`src/rtl/mecanum_step_gen_if.sv`:
```
// Command handshake between the motion command decoder (master) and the step generator (slave).
interface mecanum_step_gen_if #(
    parameter int STEP_W = 16
);
    logic              ctl_valid;
    logic [1:0]        dx;
    logic [1:0]        dy;
    logic [1:0]        da;
    logic [STEP_W-1:0] ctl_ticks;
    logic              drv_ready;

    modport master (output ctl_valid, dx, dy, da, ctl_ticks, input drv_ready);
    modport slave  (input ctl_valid, dx, dy, da, ctl_ticks, output drv_ready);
endinterface

```
`src/rtl/mecanum_step_gen.sv`:
```
// Four-wheel mecanum stepper pulse generator with per-wheel DDA rate division.
// Optional MECANUM_STEP_HOLD_EN: keep drivers enabled (holding torque) after a normal move.
module mecanum_step_gen #(
    parameter int CLK_HZ      = 25000000,
    parameter int STEP_HZ     = 1000,
    parameter int STEP_NUMBER = 6000,
    parameter int STEP_W      = 16,
    parameter int SETUP_CYC   = 25,
    parameter int PULSE_CYC   = 50
) (
    input  logic              clk,
    input  logic              rst_n,
    input  logic              enable,
    mecanum_step_gen_if.slave cmd,
    output logic [3:0]        nen,
    output logic [3:0]        dir,
    output logic [3:0]        step,
    output logic              done
);
    localparam int TICK_DIV = CLK_HZ / STEP_HZ;
    localparam int CNT_MAX  = (TICK_DIV > SETUP_CYC) ? TICK_DIV : SETUP_CYC;
    localparam int CW       = $clog2(CNT_MAX + 1);
    localparam int PW       = $clog2(PULSE_CYC + 1);

`ifdef MECANUM_STEP_HOLD_EN
    localparam logic [3:0] NEN_DONE = 4'h0;
`else
    localparam logic [3:0] NEN_DONE = 4'hF;
`endif

    // LOAD is the cycle after accept, where dir/nen are first driven
    typedef enum logic [2:0] {IDLE, LOAD, SETUP, RUN, FINISH} state_t;
    state_t state, state_nxt;

    function automatic logic signed [2:0] dec(input logic [1:0] c);
        case (c)
            2'b01:   dec = 3'sd1;
            2'b11:   dec = -3'sd1;
            default: dec = 3'sd0;
        endcase
    endfunction

    logic signed [2:0] ux, uy, ua;
    logic signed [2:0] v [4];
    logic [3:0][1:0]    mag_in, mag, acc;
    logic [3:0][2:0]    acc_sum;
    logic [3:0][PW-1:0] pcnt;
    logic [3:0]         fwd_in, fwd;
    logic [CW-1:0]      cnt;
    logic [STEP_W-1:0]  ticks, tk;
    logic               accept, tick_end, last_tick, abort;

    assign ux   = dec(cmd.dx);
    assign uy   = dec(cmd.dy);
    assign ua   = dec(cmd.da);
    assign v[0] = uy - ux - ua;
    assign v[1] = uy + ux + ua;
    assign v[2] = uy + ux - ua;
    assign v[3] = uy - ux + ua;

    for (genvar i = 0; i < 4; i++) begin : g_wheel
        assign fwd_in[i]  = ~v[i][2];
        assign mag_in[i]  = v[i][2] ? 2'(-v[i]) : v[i][1:0];
        assign acc_sum[i] = {1'b0, acc[i]} + {1'b0, mag[i]};
    end

    assign accept    = (state == IDLE) && cmd.drv_ready && cmd.ctl_valid;
    assign tick_end  = (state == RUN) && (cnt == CW'(TICK_DIV - 1));
    assign last_tick = tick_end && (tk == ticks - STEP_W'(1));
    assign abort     = !enable && (state != IDLE);

    always_ff @(posedge clk or negedge rst_n) begin
        if (!rst_n) state <= IDLE;
        else        state <= state_nxt;
    end

    always_comb begin
        state_nxt = state;
        case (state)
            IDLE:    if (accept) state_nxt = LOAD;
            LOAD:    state_nxt = (mag == '0) ? IDLE : SETUP;
            SETUP:   if (cnt == CW'(SETUP_CYC - 1)) state_nxt = RUN;
            RUN:     if (last_tick) state_nxt = FINISH;
            FINISH:  if (step == '0) state_nxt = IDLE;
            default: state_nxt = IDLE;
        endcase
        if (abort) state_nxt = IDLE;
    end

    always_ff @(posedge clk or negedge rst_n) begin
        if (!rst_n) begin
            nen           <= 4'hF;
            dir           <= '0;
            step          <= '0;
            done          <= 1'b0;
            cmd.drv_ready <= 1'b0;
            mag           <= '0;
            fwd           <= '0;
            acc           <= '0;
            pcnt          <= '0;
            cnt           <= '0;
            ticks         <= '0;
            tk            <= '0;
        end else begin
            done          <= 1'b0;
            cmd.drv_ready <= (state == IDLE) && enable;
            for (int i = 0; i < 4; i++) begin
                if (step[i]) begin
                    if (pcnt[i] == '0) step[i] <= 1'b0;
                    else               pcnt[i] <= pcnt[i] - PW'(1);
                end
            end
            case (state)
                IDLE: if (accept) begin
                    mag   <= mag_in;
                    fwd   <= fwd_in;
                    ticks <= (cmd.ctl_ticks == '0) ? STEP_W'(STEP_NUMBER) : cmd.ctl_ticks;
                    acc   <= '0;
                    cnt   <= '0;
                    tk    <= '0;
                end
                LOAD: begin
                    dir  <= fwd;
                    nen  <= (mag == '0) ? 4'hF : 4'h0;
                    done <= (mag == '0);
                end
                SETUP: cnt <= (cnt == CW'(SETUP_CYC - 1)) ? '0 : cnt + CW'(1);
                RUN: begin
                    cnt <= tick_end ? '0 : cnt + CW'(1);
                    if (tick_end) begin
                        tk <= tk + STEP_W'(1);
                        // DDA: a wheel steps whenever its accumulated speed crosses 3
                        for (int i = 0; i < 4; i++) begin
                            if (acc_sum[i] >= 3'd3) begin
                                acc[i]  <= 2'(acc_sum[i] - 3'd3);
                                step[i] <= 1'b1;
                                pcnt[i] <= PW'(PULSE_CYC - 1);
                            end else begin
                                acc[i]  <= acc_sum[i][1:0];
                            end
                        end
                    end
                end
                FINISH: if (step == '0) begin
                    done <= 1'b1;
                    nen  <= NEN_DONE;
                end
                default: ;
            endcase
            if (abort) begin
                step <= '0;
                nen  <= 4'hF;
                done <= 1'b0;
            end
        end
    end
endmodule

```
`src/flat_wrapper.sv`:
```
// flat-port wrapper written by rule: the top's interface ports become plain ports
module mecanum_step_gen_flat 
#(
    parameter int CLK_HZ      = 25000000,
    parameter int STEP_HZ     = 1000,
    parameter int STEP_NUMBER = 6000,
    parameter int STEP_W      = 16,
    parameter int SETUP_CYC   = 25,
    parameter int PULSE_CYC   = 50
)
  (clk, rst_n, enable, nen, dir, step, done, cmd_ctl_valid, cmd_dx, cmd_dy, cmd_da, cmd_ctl_ticks, cmd_drv_ready);
  mecanum_step_gen_if #(.STEP_W(STEP_W)) cmd_i ();
  input  logic clk;
  input  logic rst_n;
  input  logic enable;
  output logic [3:0] nen;
  output logic [3:0] dir;
  output logic [3:0] step;
  output logic done;
  input wire logic [$bits(cmd_i.ctl_valid)-1:0] cmd_ctl_valid;
  input wire logic [$bits(cmd_i.dx)-1:0] cmd_dx;
  input wire logic [$bits(cmd_i.dy)-1:0] cmd_dy;
  input wire logic [$bits(cmd_i.da)-1:0] cmd_da;
  input wire logic [$bits(cmd_i.ctl_ticks)-1:0] cmd_ctl_ticks;
  output wire logic [$bits(cmd_i.drv_ready)-1:0] cmd_drv_ready;
  assign cmd_i.ctl_valid = cmd_ctl_valid;
  assign cmd_i.dx = cmd_dx;
  assign cmd_i.dy = cmd_dy;
  assign cmd_i.da = cmd_da;
  assign cmd_i.ctl_ticks = cmd_ctl_ticks;
  assign cmd_drv_ready = cmd_i.drv_ready;
  mecanum_step_gen #(.CLK_HZ(CLK_HZ), .STEP_HZ(STEP_HZ), .STEP_NUMBER(STEP_NUMBER), .STEP_W(STEP_W), .SETUP_CYC(SETUP_CYC), .PULSE_CYC(PULSE_CYC)) u_core (.clk(clk), .rst_n(rst_n), .enable(enable), .cmd(cmd_i), .nen(nen), .dir(dir), .step(step), .done(done));
endmodule
```
`config.mk`:
```
export PLATFORM = sky130hd
export DESIGN_NAME = mecanum_step_gen_flat
export DESIGN_NICKNAME = d
export VERILOG_FILES = /design/src/rtl/mecanum_step_gen_if.sv /design/src/rtl/mecanum_step_gen.sv /design/src/flat_wrapper.sv
export SDC_FILE = /design/constraint.sdc
export NUM_CORES = 1
export LEC_CHECK = 0
export ABC_AREA = 0
export CAP_MARGIN = 0
export CORE_UTILIZATION = 54
export CTS_CLUSTER_DIAMETER = 150
export DETAILED_ROUTE_END_ITERATION = 8
export PLACE_DENSITY = 0.77
export SLEW_MARGIN = 20
export SYNTH_ARGS = -nofsm -noshare
export SYNTH_HDL_FRONTEND = slang
export SYNTH_SLANG_ARGS = --single-unit
```
`constraint.sdc`:
```
create_clock -name clk -period 2.5 [get_ports clk]
set_clock_uncertainty 0.15 [all_clocks]
set_input_delay 0.375 -clock clk [delete_from_list [all_inputs] [get_ports clk]]
set_output_delay 0.375 -clock clk [all_outputs]
set_load 0.01 [all_outputs]
```
## After elaboration in Yosys (flattened, before gate mapping)

Cells that the tools add are included.

| word-level totals | value |
|---|---|
| register bits after elaboration | 108 |
| word-level logic and storage cells | 163 |

| operators by class | value |
|---|---|
| add/sub/neg operators | 25 |
| magnitude comparators | 4 |
| equal/unequal tests | 19 |
| multiplexer cells | 65 |
| bitwise operators | 4 |
| reductions and logical operators | 24 |

Operators with widths:

| operator | number |
|---|---|
| 6-bit 2-to-1 mux | 12 |
| 16-bit 2-to-1 mux | 3 |
| 24-bit 2-to-1 mux | 2 |
| 15-bit 2-to-1 mux | 3 |
| 15-bit one-hot mux with 3 select lines | 1 |
| 16-bit one-hot mux with 2 select lines | 1 |
| 6-bit logical NOT | 4 |
| 4-bit 2-to-1 mux | 6 |
| 6-bit by 1-bit subtractor with 6-bit output, second input constant | 4 |
| 2-bit 2-to-1 mux | 9 |
| 3-bit one-hot mux with 2 select lines | 3 |
| 16-bit by 1-bit adder with 16-bit output, second input constant | 1 |
| 16-bit equality test | 1 |
| 16-bit logical NOT | 1 |
| 8-bit 2-to-1 mux | 2 |
| 8-bit one-hot mux with 2 select lines | 1 |
| 16-bit by 1-bit subtractor with 16-bit output, second input constant | 1 |
| 15-bit by 1-bit adder with 15-bit output, second input constant | 1 |
| 15-bit equality test, second input constant | 1 |
| 15-bit by 5-bit equality test with 1-bit output, second input constant | 1 |
| 3-bit 2-to-1 mux | 5 |
| 3-bit one-hot mux with 5 select lines | 1 |
| 1-bit 2-to-1 mux | 14 |
| 2-bit by 2-bit adder with 3-bit output | 4 |
| 25 further kinds | 59 |

## Logic depth before layout (Yosys ltp)

| logic depth | value |
|---|---|
| depth after elaboration | 7 |
| mapped depth | 10 |

## Worst setup path after synthesis

OpenSTA, ideal clock, no wires.

| timing path | value |
|---|---|
| path type | reg-to-reg |
| start point | register u_core.ticks[0] |
| end point | register u_core.state[2] |
| library setup time | 0.123 ns |
| arrival | 2.363 ns |
| data required time | 2.227 ns |
| slack | -0.136 ns |
| stages on the path, launching flop included | 10 |
| path buffers | 1 |
| clock period less this slack | 2.636 ns |
| cells stage by stage | dfrtp_1 -> inv_1 -> ha_1 -> or4b_1 -> buf_2 -> nor4_1 -> mux2_1 -> a22oi_2 -> a21oi_1 -> a2bb2o_2 |

| on the way | value |
|---|---|
| longest elaborated chain between the ends | 5 |

Ends and longest elaborated chain:

| item | RTL line | text |
|---|---|---|
| from (decl) | mecanum_step_gen.sv:50 | `logic [STEP_W-1:0] ticks, tk;` |
| from (signal assigned) | mecanum_step_gen.sv:117 | `ticks <= (cmd.ctl_ticks == '0) ? STEP_W'(STEP_NUMBER) : cmd.ctl_ticks;` |
| 16-bit by 1-bit subtractor with 16-bit output | mecanum_step_gen.sv:69 | `assign last_tick = tick_end && (tk == ticks - STEP_W'(1));` |
| 16-bit equality test | mecanum_step_gen.sv:69 |  |
| 1-bit logical AND | mecanum_step_gen.sv:69 |  |
| 3-bit by 1-bit != test with 1-bit output (no source line) | - |  |
| 4-bit AND reduction (no source line) | - |  |
| to (signal assigned) | mecanum_step_gen.sv:74 | `else state <= state_nxt;` |
| to (decl) | mecanum_step_gen.sv:33 | `state_t state, state_nxt;` |

No other way between the ends.
A chain may end at the register's enable or synchronous reset.

## Worst setup path in the final report

| timing path | value |
|---|---|
| start point | register u_core.ticks[2] |
| end point | register u_core.state[2] |

Same word-level chain as after synthesis.

==> impl_metrics.csv <==
group,metric,value,unit
synthesis,ys_seq_area_share,41.0,%
critical_path,cp_slowest_cell,"or4_4",
drt,initialDrtViolationCount,337,
global_route,grt_pass1_wl,23.8,mm
floorplanning,row_count,39,
synthesis,yosysMostFrequentCell,"dfrtp_1",
pwr,p_comb_share,39.5,%
drt,drc,0,
synthesis,yosysTopAreaCellShare,40.6,%
drt,wl_met1,6.08,mm
status,status,"complete, no violations",
critical_path,start_kind,"flip-flop",
pwr,p_seq_share,36.7,%
timing,fin_hold_ws,0.250,ns
synthesis,syn_inst,699,
floorplanning,dieHeight,110,um
timing,setup_ws,0.0315,ns
pwr,p_per_area,827,nW/um^2
global_route,grt_use_total,25.5,%
global_route,grt_max_degree,65,
critical_path,worstSetupPathType,"flip-flop to flip-flop",
timing,slew_viol_final,0,
drt,top_layer,"met4",
clock_tree,cts_buffers,9,
synthesis,ys.flop_type,"dfrtp_1",
timing,setup_viol,0,
placed_design,gp_congestion,0.867,
timing,post-route-period-util,98.7,%
synthesis,synth_edf_count,0,
critical_path,max_stage_delay,0.56,ns
cells_and_area,area_growth_syn_to_layout,19.2,%
drt,post_drt_wl_per_cell,15.5,um
timing,max_clock_freq,405,MHz
timing,finalHoldViolCount,0,
global_route,grt_pass1_vias,5175,
synthesis,syn-mean-instance-area,8.99,sq um
pwr,swShare,36.2,%
clock_tree,cts_tree,"yes",
drt,drt-total-wl,14.1,mm
pwr,p_clk_share,23.8,%
clock_tree,cts_sinks,103,
pwr,power_switching,2.24,mW
floorplanning,die_width,110,um
drt,wl_met2,7.07,mm
synthesis,synth_area,6280,sq um
global_route,overflow,0,
clock_tree,clk_pin_slew,0.07,ns
cells_and_area,stdcell_area,7490,sq um
timing,rsz0062_at_grt,"true",
clock_tree,clockBufferDepth,2,
critical_path,reg2reg_depth,6,
job,maxCapViolCount,0,
cells_and_area,n_antenna_cell,0,
placed_design,port_buffers,39,
clock_tree,clkLatencyLatePin,0.35,ns
floorplanning,start_util,55.3,%
critical_path,end_kind,"flip-flop",
synthesis,netlist_top_cells_area,"dfrtp_1 41%, nand2_1 5.2%, ha_1 5.2%",
clock_tree,htreeDepth,3,
synthesis,async_reset_ff_share,100,%
synthesis,synth.largest_area_cell,"dfrtp_1",
worst_hold_path,hp-class,"primary input to async pin",
synthesis,yosysWarningCount,0,
critical_path,cp_data_arrival_time,2.61,ns
cells_and_area,final_layout_size_suffix_gt1_share,13.3,%
cells_and_area,finalNetCount,825,
global_route,antenna_found_initial,0,
drt,viasPerCell,5.75,
timing,max-slew-margin-rel,62.2,%
drt,vias,5233,
pwr,intPower,3.95,mW
floorplanning,io_pins,40,
floorplanning,die_area,12100,sq um
placed_design,dpl_worst_slack,-0.454,ns
synthesis,ys_top_cells_by_count,"102 x dfrtp_1, 87 x nand2_1, 67 x nor2_1",
clock_tree,clockRootBuffer,"clkbuf_16",
placed_design,place_hpwl,10.3,mm
critical_path,crit_fanout,7,
timing,final.setup.tns,0,ns
critical_path,path_cells,"or4_4 -> nor4_4 -> and3_1 -> o2111ai_1 -> nor4_1 -> a2bb2o_2",
placed_design,dpl_cell_area,7030,sq um
synthesis,synth.distinct_cells,65,
drt,drtPass1Iterations,5,
critical_path,worstPathRequired,2.64,ns
synthesis,synth_nets,762,
drt,dr_wl_met3,637,um
drt,postRouteAntennaNets,0,
floorplanning,core,11400,sq um
timing,worstMarginPinSlew,0.565,ns
synthesis,synth-seq-cells,103,
pwr,peakVddDrop,0.685,mV
pwr,p_leak,3.39,nW
timing,post-route-min-period,2.47,ns
-- path summary, 6_finish.rpt --
kind | from | to | slack (ns)
max | u_core.ticks[2]$_DFFE_PN0P_ | u_core.state[2]$_DFFE_PN0P_ | 0.03
min | rst_n | u_core.ticks[3]$_DFFE_PN0P_ | 0.25
max reg2reg | u_core.ticks[2]$_DFFE_PN0P_ | u_core.state[2]$_DFFE_PN0P_ | 0.03
min reg2reg | u_core.acc[4]$_DFFE_PN0P_ | u_core.acc[4]$_DFFE_PN0P_ | 0.34
max in group asynchronous | rst_n | u_core.cnt[0]$_DFFE_PN0P_ | 1.32
min in group clk | u_core.acc[4]$_DFFE_PN0P_ | u_core.acc[4]$_DFFE_PN0P_ | 0.34
-- cell usage in the layout, fill, tap and decap left out, types with 8 or more instances in the layout --
cell             netlist  routed
nor3_1                31      31
xor2_1                22      19
ha_1                  26      24
buf_4                  3      43
xnor2_1               30      28
nor4_1                16      15
inv_1                 48      45
clkdlybuf4s50_1        0      35
and3_1                 9       9
dfrtp_1              102     101
nand2_1               87      87
a21oi_1               43      43
o31ai_1                9       9
nand4_1               10      10
nand3_1               18      17
nor2_1                67      66
clkbuf_16              0       9
or3_1                 13      13
fa_1                  11       8
o21ai_0               27      25
nand2b_1               9       9
-- flip-flops by register name (all words and copies together), names as in the netlist, 4 cells and up --
signal and flops:
u_core.step 4, u_core.tk 16, u_core.dir 4, u_core.pcnt 24
u_core.acc 8, u_core.mag 6, u_core.cnt 15, u_core.ticks 16
u_core.fwd 4
-- final cells by class --
type,instances,area (sq um)
flip-flops and latches,103,2580
clock inverters,2,37.5
fillers,911,3880
multi-input cells,517,3500
clock buffers,14,274
repair buffers,83,741
well taps,143,179
inverters,48,180
-- cell families (layout without fill, tap and decap cells) --
logic type | count (synthesis) | count (layout) | synth area share, %
XOR/XNOR | 52 | 52 | 7.25
buffers and inverters | 79 | 147 | 5.12
multiplexers | 9 | 9 | 1.53
adder cells (fa/ha/maj) | 37 | 37 | 8.68
AO/OA/AOI/OAI | 112 | 112 | 11.3
flip-flops | 103 | 103 | 41.0
AND/OR/NAND/NOR | 307 | 307 | 25.1
-- critical path, delay by kind of cell, from the launching register on --
kind | cells | cell delay [ns]
compound gates | 2 | 0.40
flops | 1 | 0.45
simple gates | 4 | 1.40
-- per-layer routing --
metal | track usage (%) | vias up
li1 | - | 2530
met1 | 32.0 | 2549
met2 | 43.3 | 129
met3 | 5.39 | 25
met4 | 9.14 | 0
met5 | 0 | -
-- stage by stage --
step                      util [%]  instances  total power, mW
after global routing          65.9        910             6.61
after global placement        61.8        888             4.48
after detailed placement      61.8        888             4.61
after CTS                     65.2        908             6.17
final                         65.9        910             6.19
after floorplan                  -        699             3.80
-- power groups by stage --
| stage | sequential (mW) | combinational [mW] | clock (mW) |
|---|---|---|---|
| after floorplan | 2.24 | 1.56 | 0 |
| final | 2.27 | 2.45 | 1.47 |
| after global placement | 2.27 | 2.20 | 0 |
| after CTS | 2.27 | 2.39 | 1.51 |
| after detailed placement | 2.29 | 2.32 | 0 |
| after global routing | 2.32 | 2.72 | 1.58 |
-- repair_timing --
item	in CTS	in global routing
setup buffers	3	2
setup endpoints to repair	6	20
hold endpoints to repair	11	0
pin swaps	3	14
hold buffers	1	0
resized for setup	9	17
No activity file was read; power rests on OpenSTA's default activity.
